**src/rtl/hazard_scoreboard_pkg.sv**
```systemverilog
// Shared opcode map, operand decode helpers and stall-cause encodings for
// the pipeline hazard scoreboard.
package hazard_scoreboard_pkg;

    localparam int unsigned OPC_W = 4;
    localparam int unsigned FLD_W = 4;

    localparam logic [OPC_W-1:0] OP_ADD    = 4'h0;
    localparam logic [OPC_W-1:0] OP_PADDSB = 4'h1;
    localparam logic [OPC_W-1:0] OP_SUB    = 4'h2;
    localparam logic [OPC_W-1:0] OP_AND    = 4'h3;
    localparam logic [OPC_W-1:0] OP_NOR    = 4'h4;
    localparam logic [OPC_W-1:0] OP_SLL    = 4'h5;
    localparam logic [OPC_W-1:0] OP_SRL    = 4'h6;
    localparam logic [OPC_W-1:0] OP_SRA    = 4'h7;
    localparam logic [OPC_W-1:0] OP_LW     = 4'h8;
    localparam logic [OPC_W-1:0] OP_SW     = 4'h9;
    localparam logic [OPC_W-1:0] OP_LHB    = 4'hA;
    localparam logic [OPC_W-1:0] OP_LLB    = 4'hB;
    localparam logic [OPC_W-1:0] OP_B      = 4'hC;
    localparam logic [OPC_W-1:0] OP_CALL   = 4'hD;
    localparam logic [OPC_W-1:0] OP_RET    = 4'hE;
    localparam logic [OPC_W-1:0] OP_INC    = 4'hF;

    // Memory ops address through r14; CALL/RET use r15 as the link register
    localparam logic [FLD_W-1:0] REG_BASE = 4'd14;
    localparam logic [FLD_W-1:0] REG_LINK = 4'd15;

    localparam logic [1:0] CAUSE_NONE = 2'd0;
    localparam logic [1:0] CAUSE_DATA = 2'd1;
    localparam logic [1:0] CAUSE_CTRL = 2'd2;
    localparam logic [1:0] CAUSE_BOTH = 2'd3;

    typedef enum logic {
        ST_IDLE,
        ST_WAIT
    } ctrl_state_e;

    typedef struct packed {
        logic             use1;
        logic [FLD_W-1:0] rs1;
        logic             use2;
        logic [FLD_W-1:0] rs2;
    } src_t;

    typedef struct packed {
        logic             valid;
        logic [FLD_W-1:0] rd;
    } dst_t;

    function automatic src_t decode_src(input logic [OPC_W-1:0] op,
                                        input logic [3*FLD_W-1:0] f);
        src_t s;
        s.use1 = 1'b1;
        s.rs1  = f[2*FLD_W-1:FLD_W];
        s.use2 = 1'b1;
        s.rs2  = f[FLD_W-1:0];
        case (op)
            OP_INC, OP_SRA, OP_SRL, OP_SLL: begin
                s.use2 = 1'b0;
                s.rs2  = '0;
            end
            OP_SW: begin
                s.rs1 = f[3*FLD_W-1:2*FLD_W];
                s.rs2 = REG_BASE;
            end
            OP_LW: begin
                s.use1 = 1'b0;
                s.rs1  = '0;
                s.rs2  = REG_BASE;
            end
            OP_LHB, OP_LLB: begin
                s.rs1  = f[3*FLD_W-1:2*FLD_W];
                s.use2 = 1'b0;
                s.rs2  = '0;
            end
            OP_B: begin
                s = '0;
            end
            OP_CALL, OP_RET: begin
                s.rs1  = REG_LINK;
                s.use2 = 1'b0;
                s.rs2  = '0;
            end
            default: ;
        endcase
        return s;
    endfunction

    // r0 is hardwired, so a write to it never creates a pending result
    function automatic dst_t decode_dst(input logic [OPC_W-1:0] op,
                                        input logic [FLD_W-1:0] rd_fld);
        dst_t d;
        case (op)
            OP_SW, OP_B:      d.rd = '0;
            OP_CALL, OP_RET:  d.rd = REG_LINK;
            default:          d.rd = rd_fld;
        endcase
        d.valid = (d.rd != '0);
        return d;
    endfunction

endpackage

```
**src/rtl/hazard_reg_counter.sv**
```systemverilog
// Per-register pending-write countdown: decrements to zero, with restore
// (flush recovery) and issue load, where load has the final say.
module hazard_reg_counter #(
    parameter int unsigned CW = 2
) (
    input  logic          clk,
    input  logic          rst,
    input  logic          load_i,
    input  logic [CW-1:0] load_val_i,
    input  logic          restore_i,
    input  logic [CW-1:0] restore_val_i,
    output logic [CW-1:0] cnt_o
);

    logic [CW-1:0] cnt_q;
    logic [CW-1:0] cnt_d;

    always_comb begin
        cnt_d = (cnt_q != '0) ? cnt_q - CW'(1) : cnt_q;
        if (restore_i) begin
            cnt_d = restore_val_i;
        end
        if (load_i) begin
            cnt_d = load_val_i;
        end
    end

    always_ff @(posedge clk) begin
        if (rst) begin
            cnt_q <= '0;
        end else begin
            cnt_q <= cnt_d;
        end
    end

    assign cnt_o = cnt_q;

endmodule

```
**src/rtl/hazard_scoreboard.sv**
```systemverilog
// Scoreboard-based IF/PC stall generation: per-register write countdowns for
// data hazards, a penalty FSM for CALL/RET, ID flush recovery and stall count.
module hazard_scoreboard
    import hazard_scoreboard_pkg::*;
#(
    parameter int unsigned INSTR_W  = 16,
    parameter int unsigned NREGS    = 16,
    parameter int unsigned ALU_LAT  = 2,
    parameter int unsigned LOAD_LAT = 2,
    parameter int unsigned FWD_EN   = 0,
    parameter int unsigned CALL_PEN = 1,
    parameter int unsigned RET_PEN  = 3,
    parameter int unsigned CNT_W    = 16
) (
    input  logic               clk,
    input  logic               rst,
    input  logic [INSTR_W-1:0] if_instr,
    input  logic               if_valid,
    input  logic               flush_id,
    output logic               stall,
    output logic               issue,
    output logic [1:0]         stall_cause,
    output logic [NREGS-1:0]   busy_mask,
    output logic [CNT_W-1:0]   stall_cycles
);

    localparam int unsigned RA_W    = $clog2(NREGS);
    localparam int unsigned ALU_EFF = (FWD_EN != 0) ? 0 : ALU_LAT;
    localparam int unsigned LAT_MAX = (LOAD_LAT > ALU_EFF) ? LOAD_LAT : ALU_EFF;
    localparam int unsigned LAT_W   = (LAT_MAX < 1) ? 1 : $clog2(LAT_MAX + 1);
    localparam int unsigned PEN_MAX = (CALL_PEN > RET_PEN) ? CALL_PEN : RET_PEN;
    localparam int unsigned PEN_W   = (PEN_MAX < 1) ? 1 : $clog2(PEN_MAX + 1);

    function automatic logic [LAT_W-1:0] sat_dec(input logic [LAT_W-1:0] v);
        return (v != '0) ? v - LAT_W'(1) : '0;
    endfunction

    logic [OPC_W-1:0] opc;
    src_t             src;
    dst_t             dst;
    logic [RA_W-1:0]  rs1_idx;
    logic [RA_W-1:0]  rs2_idx;
    logic [RA_W-1:0]  rd_idx;
    logic [LAT_W-1:0] cnt [NREGS];

    assign opc     = if_instr[INSTR_W-1 -: OPC_W];
    assign src     = decode_src(opc, if_instr[3*FLD_W-1:0]);
    assign dst     = decode_dst(opc, if_instr[3*FLD_W-1:2*FLD_W]);
    assign rs1_idx = RA_W'(src.rs1);
    assign rs2_idx = RA_W'(src.rs2);
    assign rd_idx  = RA_W'(dst.rd);

    logic data_hz;
    logic ctrl_hz;

    assign data_hz = if_valid &&
                     ((src.use1 && (rs1_idx != '0) && (cnt[rs1_idx] != '0)) ||
                      (src.use2 && (rs2_idx != '0) && (cnt[rs2_idx] != '0)));
    assign stall       = data_hz | ctrl_hz;
    assign issue       = if_valid & ~stall;
    assign stall_cause = {ctrl_hz, data_hz};

    logic             ld_en;
    logic [LAT_W-1:0] ld_val;
    logic             rs_en;
    logic [LAT_W-1:0] rs_val;
    logic             save_vld_q, save_vld_d;
    logic [RA_W-1:0]  save_rd_q,  save_rd_d;
    logic [LAT_W-1:0] save_val_q, save_val_d;

    // Issue snapshot so a flush of the ID instruction can undo its load
    always_comb begin
        ld_en      = issue && dst.valid;
        ld_val     = (opc == OP_LW) ? LAT_W'(LOAD_LAT) : LAT_W'(ALU_EFF);
        save_vld_d = ld_en;
        save_rd_d  = rd_idx;
        save_val_d = sat_dec(cnt[rd_idx]);
        rs_en      = flush_id && save_vld_q;
        rs_val     = sat_dec(save_val_q);
    end

    assign cnt[0]       = '0;
    assign busy_mask[0] = 1'b0;

    for (genvar r = 1; r < NREGS; r++) begin : g_cnt
        hazard_reg_counter #(
            .CW(LAT_W)
        ) u_cnt (
            .clk          (clk),
            .rst          (rst),
            .load_i       (ld_en && (rd_idx == RA_W'(r))),
            .load_val_i   (ld_val),
            .restore_i    (rs_en && (save_rd_q == RA_W'(r))),
            .restore_val_i(rs_val),
            .cnt_o        (cnt[r])
        );
        assign busy_mask[r] = (cnt[r] != '0);
    end

    ctrl_state_e      state_q, state_d;
    logic [PEN_W-1:0] pcnt_q,  pcnt_d;
    logic             first_q, first_d;
    logic [CNT_W-1:0] sc_q,    sc_d;

    // Control-transfer penalty FSM plus saturating stall counter
    always_comb begin
        state_d = state_q;
        pcnt_d  = pcnt_q;
        first_d = 1'b0;
        ctrl_hz = 1'b0;
        if (state_q == ST_WAIT) begin
            ctrl_hz = 1'b1;
            if ((flush_id && first_q) || (pcnt_q <= PEN_W'(1))) begin
                state_d = ST_IDLE;
                pcnt_d  = '0;
            end else begin
                pcnt_d = pcnt_q - PEN_W'(1);
            end
        end
        if (issue && (opc == OP_CALL) && (CALL_PEN != 0)) begin
            state_d = ST_WAIT;
            pcnt_d  = PEN_W'(CALL_PEN);
            first_d = 1'b1;
        end else if (issue && (opc == OP_RET) && (RET_PEN != 0)) begin
            state_d = ST_WAIT;
            pcnt_d  = PEN_W'(RET_PEN);
            first_d = 1'b1;
        end
        sc_d = sc_q;
        if (stall && (sc_q != '1)) begin
            sc_d = sc_q + CNT_W'(1);
        end
    end

    always_ff @(posedge clk) begin
        if (rst) begin
            state_q    <= ST_IDLE;
            pcnt_q     <= '0;
            first_q    <= 1'b0;
            sc_q       <= '0;
            save_vld_q <= 1'b0;
            save_rd_q  <= '0;
            save_val_q <= '0;
        end else begin
            state_q    <= state_d;
            pcnt_q     <= pcnt_d;
            first_q    <= first_d;
            sc_q       <= sc_d;
            save_vld_q <= save_vld_d;
            save_rd_q  <= save_rd_d;
            save_val_q <= save_val_d;
        end
    end

    assign stall_cycles = sc_q;

endmodule

```
**config.mk**
```make
export PLATFORM = sky130hd
export DESIGN_NAME = hazard_scoreboard
export DESIGN_NICKNAME = d
export VERILOG_FILES = /design/src/rtl/hazard_scoreboard_pkg.sv /design/src/rtl/hazard_reg_counter.sv /design/src/rtl/hazard_scoreboard.sv
export SDC_FILE = /design/constraint.sdc
export NUM_CORES = 1
export LEC_CHECK = 0
export CELL_PAD_IN_SITES_DETAIL_PLACEMENT = 1
export CELL_PAD_IN_SITES_GLOBAL_PLACEMENT = 1
export CORE_UTILIZATION = 40
export CTS_CLUSTER_SIZE = 30
export DETAILED_ROUTE_END_ITERATION = 16
export GPL_ROUTABILITY_DRIVEN = 1
export HOLD_SLACK_MARGIN = 0.1
export PLACE_DENSITY = 0.77
export SETUP_SLACK_MARGIN = 0.5
export SYNTH_ARGS = -nofsm -noshare
export SYNTH_HDL_FRONTEND = slang
export SYNTH_SLANG_ARGS = --single-unit
```
**constraint.sdc**
```tcl
create_clock -name clk -period 5 [get_ports clk]
set_clock_uncertainty 0.15 [all_clocks]
set_input_delay 1 -clock clk [delete_from_list [all_inputs] [get_ports clk]]
set_output_delay 1 -clock clk [all_outputs]
set_load 0.05 [all_outputs]
```
==> results of run 1 <==
## layout make-up
class | count | area [sq um]
Tap cell | 136 | 170
Inverter | 54 | 203
Fill cell | 1312 | 4960
Sequential cell | 57 | 1140
Timing Repair Buffer | 87 | 820
Clock inverter | 2 | 10.0
Clock buffer | 14 | 183
Multi-Input combinational cell | 422 | 2980
## registers in the layout (all words and copies together) (netlist names)
name / cells
pcnt_q: 2
save_vld_q: 1
stall_cycles: 16
save_rd_q: 4
g_cnt.u_cnt.cnt_o: 30
save_val_q: 2
first_q: 1
state_q: 1
## placed cells by master, fill, tap and decap left out, types with 11 or more instances in the layout
cell type	count
buf_4	29
nor2_1	50
a21oi_1	16
nor2b_1	13
o21ai_0	37
or3_1	14
dfxtp_1	57
ha_1	18
mux2i_1	34
nand2_1	41
inv_1	52
clkbuf_8	13
clkdlybuf4s50_1	37
xnor2_1	11
o22ai_1	23
nand3_1	12
## repair_timing
action                                  CTS  global route
endpoints found under the setup margin    3             3
endpoints found under the hold margin     0             0
pin swaps                                 8             7
buffers inserted                          7             4
gates resized for setup                  26            31
hold buffers                              0             0
## cells in the mapped netlist, types with 7 or more instances
| library cell | instances | area share |
|---|---|---|
| nor2_1 | 51 | 0.044 |
| nand2b_1 | 10 | 0.014 |
| nor3_1 | 10 | 0.011 |
| a22oi_1 | 7 | 0.012 |
| nor2b_1 | 13 | 0.019 |
| xnor2_1 | 11 | 0.022 |
| nand4_1 | 8 | 0.011 |
| dfxtp_1 | 57 | 0.26 |
| o21ai_0 | 37 | 0.042 |
| clkbuf_1 | 14 | 0.012 |
| a21oi_1 | 16 | 0.018 |
| o22ai_1 | 24 | 0.034 |
| a211oi_1 | 9 | 0.015 |
| a221oi_1 | 9 | 0.018 |
| ha_1 | 18 | 0.051 |
| inv_1 | 54 | 0.046 |
| mux2i_1 | 36 | 0.082 |
| or3_1 | 16 | 0.023 |
| nand2_1 | 41 | 0.035 |
| nand3_1 | 12 | 0.014 |
## report_power, final
group          total [W]  internal [W]  switching (W)  leakage [nW]
combinational    0.00162      0.000660       0.000959          1.59
sequential      0.000727      0.000567       0.000160         0.468
clock           0.000421      0.000233       0.000188         0.102
total            0.00277       0.00146        0.00131          2.16
## worst max-delay path, stage by stage
cell and delay (ns):
dlygate4sd2_1 0.29, nor3b_2 0.19, or3_4 0.40, o311a_1 0.29, or3_4 0.34, and3_4 0.19, a311oi_4 0.34, inv_2 0.11
buf_8 0.16
## how the worst max path moves through the flow
stage	depth (start not counted)	slack (ns)	endpoint	startpoint
finish	9	0.53	stall	if_instr[1]
global route	11	0.47	issue	if_instr[5]
CTS	9	0.50	stall	if_instr[14]
detailed placement	10	0.08	stall_cause[0]	if_instr[14]
global placement	10	0.16	issue	if_instr[15]
floorplan	9	0.65	stall	if_instr[13]
## stage by stage
step | worst slack, ns | instance area (sq um) | cells | hold WS (ns)
floorplan | 0.649 | 4380 | 561 | 0.377
global placement | 0.160 | 5130 | 745 | 0.346
detailed placement | 0.0834 | 5130 | 745 | 0.345
CTS | 0.503 | 5420 | 768 | 0.359
global route | 0.467 | 5500 | 772 | 0.407
finish | 0.532 | 5500 | 772 | 0.357
## layer usage
layer,vias up,track usage
li1,2186,-
met1,2330,0.371
met2,185,0.470
met3,43,0.0565
met4,0,0.112
met5,-,0
## kinds of logic (layout without fill, tap and decap cells)
logic type               Yosys count  count (layout)  synth area share
other                              1               1          0.000856
flip-flops                        57              57             0.260
adder cells (fa/ha/maj)           18              18            0.0514
XOR/XNOR                          17              17            0.0340
multiplexers                      43              43             0.101
AO/OA/AOI/OAI                    143             143             0.234
buffers and inverters             82             157            0.0785
AND/OR/NAND/NOR                  200             200             0.240
==> summary.md, run 1 <==
| Metric | Value |
|---|---|
| Max Clk Rate | `0.224 GHz` |
| Final net count | `669` |
| Post-DP HPWL | `11800 microns` |
| FF-to-FF setup slack | `2.04 ns` |
| Area Overhead vs Synth | `25.6%` |
| Cell area power density | `503 nW/um^2` |
| Setup crit start kind | `input pin` |
| Hold path endpoint | `stall_cycles[4]` |
| Metal2 WL | `7670 microns` |
| Worst Path Arrival | `3.32 ns` |
| Final period utilization | `0.894` |
| Post-Route Utilization | `0.526` |
| Detail Route Antenna Nets | `0` |
| Register area share after synthesis | `0.260` |
| Final setup TNS | `0 ns` |
| Worst r2r src | `g_cnt[4].u_cnt.cnt_o[0]` |
| Layout cells sized above 1 | `0.145` |
| DIE WIDTH | `107 microns` |
| Final Setup Violations | `0` |
| Max_cap viols | `0` |
| Predominant post-synthesis flop cell | `dfxtp_1` |
| Critical hold path startpoint | `stall_cycles[4]` |
| First-pass GRT wire length | `25400 microns` |
| VDD IR-drop max | `0.298 mV` |
| Crit path time final | `4.47 ns` |
| Status | `finished clean` |
| Post-synthesis async set-or-reset flop share | `0` |
| Rows | `37` |
| Hold-critical path depth | `2` |
| Iter 0 DRT Violations | `278` |
| Met3 wire len | `1060 microns` |
| Worst skew pair latency | `0.33 ns` |
| I/O pin count | `56` |
| Placer congestion estimate | `0.929` |
| Syn_area_per_cell | `7.81 sq um` |
| Reg-to-reg endpoint | `stall_cycles[8]` |
| Largest net degree at the start of global routing | `45` |
| Clock Tree Buf Depth | `2` |
| WP data required | `3.85 ns` |
| Worst Max-Slew Pin Slew | `1.23 ns` |
| Chip Height | `107 microns` |
| Total Power | `0.00277 W` |
| RSZ-0062 raised after global routing | `true` |
| Clock root buffer | `clkbuf_8` |
| CTS tree | `yes` |
| Area of the core | `10500 sq um` |
| Cells after Synth | `561` |
| Ant diodes | `0` |
| DR vias | `4744` |
| Vias in the first global route | `4750` |
| Crit Path Class | `input pin to output port` |
| Worst-path clk slew | `0.07 ns` |
| Post-Syn Area | `4380 sq um` |
| Worst setup EP type | `output port` |
| Fin. max-slew vios | `0` |
| GR Util All Layers | `0.287` |
| Leak | `2.16 nW` |
| Highest routed layer | `met4` |
| Yosys reg bits | `57` |
| Post-route DRC | `0` |
| Syn Nets | `599` |
| Ys Warns | `0` |
| Number of enable flip-flop cells after synthesis | `0` |
| Post-DR wirelength/cell | `20.8 microns` |
| Routed vias/inst | `6.15` |
| Initial antenna violation count | `0` |
| M1 WL | `6880 microns` |
| Clock buffer count from CTS | `9` |
| TritonRoute pass-1 iters | `5` |
| Global route overflow | `0` |
| Synth cell types | `67` |
| Hold Vio Cnt, Final | `0` |
| Tightest Hold Check Type | `register to register` |
| Initial core utilization | `0.419` |
| Worst R2R Path Depth | `9` |
| Max_slew headroom | `0.179` |
| Die ar. | `11400 sq um` |
| TritonCTS Sinks | `57` |
| Max FO, Critical Path | `3` |
| H-tree levels | `3` |
| Final WL | `16100 microns` |
| Port Buffers | `54` |
Note: power is estimated with default switching activity, not from simulation.
==> inputs of run 2 (changes only) <==
ABC_AREA = 1   (was default)
PLACE_DENSITY = 0.8   (was 0.77)
==> summary.md, run 2 <==
| Metric | Value |
|---|---|
| Area Overhead vs Synth | `19.7%` |
| H-tree levels | `3` |
| DR vias | `4791` |
| Cells along the critical path | `clkdlybuf4s50_1 -> nand2_4 -> nor2_2 -> nor2_4 -> buf_12 -> nand2_4 -> nand2_1 -> nand2_1 -> nand2_1 -> a21oi_1 -> nand2_1 -> nand3_2 -> nand4_4 -> inv_4 -> buf_12` |
| Max FO, Critical Path | `16` |
| Placed insts | `878` |
| Worst-path clk slew | `0.06 ns` |
| DIE WIDTH | `108 microns` |
| Commonest cells after routing, fill and taps aside | `nand2_1 (131), inv_1 (99), nor2_1 (91)` |
| Hold path endpoint | `stall_cycles[4]` |
| Placer congestion estimate | `0.857` |
| Post-route DRC | `0` |
| GR Util All Layers | `0.268` |
| Area of the core | `10900 sq um` |
| Fin. max-slew vios | `0` |
| Final WL | `14900 microns` |
| Cells after Synth | `698` |
| Worst Path Arrival | `3.18 ns` |
| Worst r2r src | `stall_cycles[0]` |
| RSZ-0062 raised after global routing | `false` |
| Clock Tree Buf Depth | `2` |
| Synth area leader | `dfxtp_1` |
| Ys Warns | `0` |
| Reg-to-reg endpoint | `stall_cycles[0]` |
| Worst Max-Slew Pin Slew | `1.19 ns` |
| Synth area leaders | `dfxtp_1 (26%), nand2_1 (11%), o21ai_0 (8.4%)` |
| Initial core utilization | `0.411` |
| TritonCTS Sinks | `57` |
| Max FFs per register | `30` |
| Die ar. | `11600 sq um` |
| Global route overflow | `0` |
| Worst R2R Path Depth | `10` |
| Max_cap viols | `0` |
| Rows | `38` |
| Port Buffers | `54` |
| Worst skew pair latency | `0.36 ns` |
| First-pass GRT wire length | `24000 microns` |
| TritonRoute pass-1 iters | `4` |
| Post-Syn Area | `4470 sq um` |
| VDD IR-drop max | `0.465 mV` |
| Family with the most delay on the worst path | `buffers and inverters` |
| Max Clk Rate | `0.231 GHz` |
| Cell area power density | `556 nW/um^2` |
| Vias in the first global route | `4922` |
| Commonest cells post-synth | `nand2_1 (131), inv_1 (99), nor2_1 (91)` |
| Largest net degree at the start of global routing | `45` |
| Final Setup Violations | `0` |
| Predominant post-synthesis flop cell | `dfxtp_1` |
| WP data required | `3.85 ns` |
| Slowest-stage cell, CP | `clkdlybuf4s50_1` |
| Register area share after synthesis | `0.255` |
| Leak | `2.36 nW` |
| Post-DR wirelength/cell | `16.7 microns` |
| Setup crit start kind | `input pin` |
| Layout cells sized above 1 | `0.139` |
| Most frequent cell after synthesis | `nand2_1` |
| Clock buffer count from CTS | `9` |
| Status | `finished clean` |
| FF-to-FF setup slack | `2.01 ns` |
| Commonest non-fill, non-tap cell in the layout | `nand2_1` |
| Syn Nets | `736` |
| Crit Path Class | `input pin to output port` |
| Final net count | `790` |
| Detail Route Antenna Nets | `0` |
| Hold Vio Cnt, Final | `0` |
| Synth cell types | `37` |
| Hold-critical path depth | `2` |
| Initial antenna violation count | `0` |
| I/O pin count | `56` |
| Final setup TNS | `0 ns` |
| Critical hold path startpoint | `stall_cycles[4]` |
| Max stage delay on crit path | `0.62 ns` |
| Clock root buffer | `clkbuf_8` |
| Post-synthesis async set-or-reset flop share | `0` |
| CTS tree | `yes` |
| Yosys reg bits | `57` |
| Ant diodes | `0` |
| Buf/Inv on CP | `4` |
| Area share of the largest cell type after synthesis | `0.255` |
| Crit path time final | `4.33 ns` |
| Syn_area_per_cell | `6.40 sq um` |
| Chip Height | `108 microns` |
| Final period utilization | `0.865` |
| Footprint of the multi-input gates | `2810 sq um` |
| Iter 0 DRT Violations | `244` |
| Filler cell count | `1469` |
| CP most frequent cell | `nand2_1` |
| Non-filler instance count after layout | `897` |
| Post-DP HPWL | `11400 microns` |
| Tightest Hold Check Type | `register to register` |
| Worst setup EP type | `output port` |
| Routed vias/inst | `5.34` |
| Max_slew headroom | `0.204` |
| Number of enable flip-flop cells after synthesis | `0` |
| Register Area | `1140 sq um` |
[run 2: cell types whose count changed in the layout (fill, tap and decap cells not counted), moves of 11 or more]
cell,previous run,this run
nand3_2,0,15
clkdlybuf4s50_1,37,48
mux2i_1,34,1
nand2_2,0,18
nor2b_1,13,0
nand3_1,12,49
or3_1,14,0
o21ai_0,37,75
buf_4,29,5
nor2_1,50,91
a21oi_2,0,19
nand2_1,41,131
inv_1,52,99
[run 2: layout make-up]
class / instances / share of cell area
Clock inverter: 3 / 0.00748
Multi-Input combinational cell: 515 / 0.525
Clock buffer: 13 / 0.0278
Inverter: 109 / 0.0769
Tap cell: 140 / 0.0327
Timing Repair Buffer: 60 / 0.117
Sequential cell: 57 / 0.213
[run 2: worst register-to-register path, cell delays in order (launching register included)]
cell and delay [ns]:
dfxtp_1 0.46, ha_1 0.26, nand3_1 0.13, inv_1 0.10
nand4_1 0.15, nor2_1 0.24, nand4_1 0.62, nand2_4 0.51
inv_1 0.10, nor2_1 0.10, nor2_1 0.05
[run 2: worst max path at each step]
stage | startpoint | endpoint | slack, ns | cells after the start
finish | if_instr[14] | issue | 0.67 | 15
global route | if_instr[13] | stall_cause[0] | 0.51 | 19
CTS | if_instr[13] | stall | 0.57 | 16
detailed placement | if_instr[15] | stall | 0.46 | 15
global placement | if_instr[15] | stall | 0.53 | 15
floorplan | if_instr[15] | stall | 1.42 | 14
[run 2: metrics by stage]
stage | util | worst slack (ns) | power [W] | cell area, sq um | hold WS (ns)
final | 0.492 | 0.673 | 0.00297 | 5350 | 0.349
after global routing | 0.492 | 0.511 | 0.00323 | 5350 | 0.372
after CTS | 0.487 | 0.575 | 0.00298 | 5300 | 0.352
after detailed placement | 0.469 | 0.463 | 0.00251 | 5110 | 0.341
after global placement | 0.469 | 0.527 | 0.00243 | 5110 | 0.337
after floorplan | - | 1.42 | 0.00198 | 4470 | 0.331
[run 2: logic make-up (layout without fill, tap and decap cells)]
group | after synthesis | in the layout | share of synthesized area
compound gates | 132 | 132 | 0.170
xor+xnor | 13 | 13 | 0.0255
fa+ha+maj | 18 | 18 | 0.0504
buf+inv | 126 | 185 | 0.119
flops | 57 | 57 | 0.255
mux | 1 | 1 | 0.00224
other cells | 1 | 1 | 0.000839
simple gates | 350 | 350 | 0.377
[run 2: timing repair]
action / in CTS / in global routing
hold buffers: 0 / 0
resized for setup: 1 / 4
endpoints found under the setup margin: 2 / 2
buffers inserted: 0 / 3
pin swaps: 0 / 2
gates cloned: 0 / 0
[run 2: metal layers]
layer  track usage  vias to the layer above  wire length [microns]
li1              -                     2362                      -
met1         0.347                     2309                   7050
met2         0.455                       95                   7100
met3        0.0430                       25                    558
met4        0.0802                        0                    240
met5             0                        -                      0
[run 2: power by group]
part	leakage [nW]	switching [W]	internal [W]
combinational	1.79	0.00121	0.000629
sequential	0.470	0.000117	0.000586
clock	0.0974	0.000194	0.000243
==> inputs of run 3 (changes only) <==
CORE_MARGIN = 2   (was default)
==> summary.md, run 3 (same netlist as run 2, synthesis figures left out) <==
| Metric | Value |
|---|---|
| Initial core utilization | `0.411` |
| DR vias | `4786` |
| Footprint of the multi-input gates | `2820 sq um` |
| VDD IR-drop max | `0.333 mV` |
| Final setup TNS | `0 ns` |
| FF-to-FF setup slack | `1.97 ns` |
| Cells along the critical path | `clkdlybuf4s50_1 -> inv_1 -> nand2_1 -> nor2_2 -> nor2_4 -> buf_12 -> nand2_4 -> nand2_1 -> nand2_1 -> nand2_1 -> a21oi_1 -> nand2_1 -> nand3_2 -> nand4_4 -> inv_4 -> buf_12` |
| Layout cells sized above 1 | `0.150` |
| CTS tree | `yes` |
| Crit Path Class | `input pin to output port` |
| Rows | `38` |
| Max_slew headroom | `0.482` |
| Max Clk Rate | `0.233 GHz` |
| TritonRoute pass-1 iters | `4` |
| H-tree levels | `3` |
| Worst skew pair latency | `0.36 ns` |
| Max FO, Critical Path | `15` |
| Worst setup EP type | `output port` |
| Cell area power density | `548 nW/um^2` |
| RSZ-0062 raised after global routing | `false` |
| Crit path time final | `4.29 ns` |
| Clock Tree Buf Depth | `2` |
| CP most frequent cell | `nand2_1` |
| Post-route DRC | `0` |
| Post-Route Utilization | `0.495` |
| Detail Route Antenna Nets | `0` |
| Ant diodes | `0` |
| I/O pin count | `56` |
| Status | `finished clean` |
| Fin area | `5390 sq um` |
| Max stage delay on crit path | `0.46 ns` |
| Area of the core | `10900 sq um` |
| Clock root buffer | `clkbuf_8` |
| Register Area | `1140 sq um` |
| Post-DR wirelength/cell | `16.7 microns` |
| Tightest Hold Check Type | `register to register` |
| First-pass GRT wire length | `24400 microns` |
| DP Area | `5120 sq um` |
| Fin. max-slew vios | `0` |
| DIE WIDTH | `110 microns` |
| Family with the most delay on the worst path | `buffers and inverters` |
| Max FFs per register | `30` |
| Iter 0 DRT Violations | `278` |
| Area Overhead vs Synth | `20.6%` |
| Die ar. | `12000 sq um` |
| Worst hold slack | `0.351 ns` |
| Routed vias/inst | `5.31` |
| Final period utilization | `0.858` |
| GR Util All Layers | `0.263` |
| Worst-path clk slew | `0.07 ns` |
| Post-DP HPWL | `11600 microns` |
| Clock buffer count from CTS | `9` |
| Buf/Inv on CP | `5` |
| Max_cap viols | `0` |
| Chip Height | `110 microns` |
| TritonCTS Sinks | `57` |
| Final Setup Violations | `0` |
| Vias in the first global route | `5016` |
| Commonest non-fill, non-tap cell in the layout | `nand2_1` |
| Slowest-stage cell, CP | `clkdlybuf4s50_1` |
| Initial antenna violation count | `0` |
| Setup crit start kind | `input pin` |
| Final WL | `15000 microns` |
| WP data required | `3.85 ns` |
| Worst Max-Slew Pin Slew | `0.776 ns` |
| Leak | `2.39 nW` |
| Hold Vio Cnt, Final | `0` |
| Largest net degree at the start of global routing | `45` |
| Commonest cells after routing, fill and taps aside | `nand2_1 (130), inv_1 (98), nor2_1 (90)` |
| Placer congestion estimate | `0.893` |
| Global route overflow | `0` |
| Worst Path Arrival | `3.14 ns` |
| Final net count | `795` |
| Filler cell count | `1490` |
| Port Buffers | `54` |
run 3: cell type report:
class                           instances  share of cell area
Tap cell                              140              0.0325
Sequential cell                        57               0.212
Clock inverter                          3             0.00279
Clock buffer                           13              0.0295
Timing Repair Buffer                   65               0.123
Multi-Input combinational cell        515               0.524
Inverter                              109              0.0764
run 3: per-stage QoR:
| step | power [W] | instances | setup slack [ns] |
|---|---|---|---|
| global route | 0.00321 | 902 | 0.521 |
| detailed placement | 0.00252 | 879 | 0.447 |
| floorplan | 0.00198 | 698 | 1.42 |
| finish | 0.00295 | 902 | 0.710 |
| global placement | 0.00243 | 879 | 0.567 |
| CTS | 0.00295 | 897 | 0.552 |
run 3: report_power, final:
group / switching [W] / internal, W
clock: 0.000202 / 0.000205
sequential: 0.000114 / 0.000586
combinational: 0.00121 / 0.000638
total: 0.00152 / 0.00143
run 3: worst reg2reg max path: cells and delay by family, from the launching register on:
family / cells / cell delay, ns
buffers and inverters: 2 / 0.22
DFF: 1 / 0.48
adders and majority gates: 1 / 0.27
and+or+nand+nor: 7 / 1.79
run 3: what timing repair did:
item                                    in CTS  in global routing
endpoints found under the setup margin       2                  3
setup buffers                                2                  5
gates resized for setup                      1                  9
hold buffers                                 0                  0
pin swaps                                    1                  1
run 3: worst paths after layout:
path | start | depth (start not counted) | to
setup / recovery | if_instr[13] | 16 | issue
hold / removal | stall_cycles[4] | 2 | stall_cycles[4]
setup reg to reg | stall_cycles[0] | 10 | stall_cycles[1]
hold reg to reg | stall_cycles[4] | 2 | stall_cycles[4]
run 3: per-layer routing:
metal  vias up  part of all wire  GRT usage
met4         0             0.018     0.0723
li1       2366                 -          -
met1      2305              0.46      0.348
met2        99              0.47      0.439
met5         -                 0          0
met3        16             0.045     0.0462
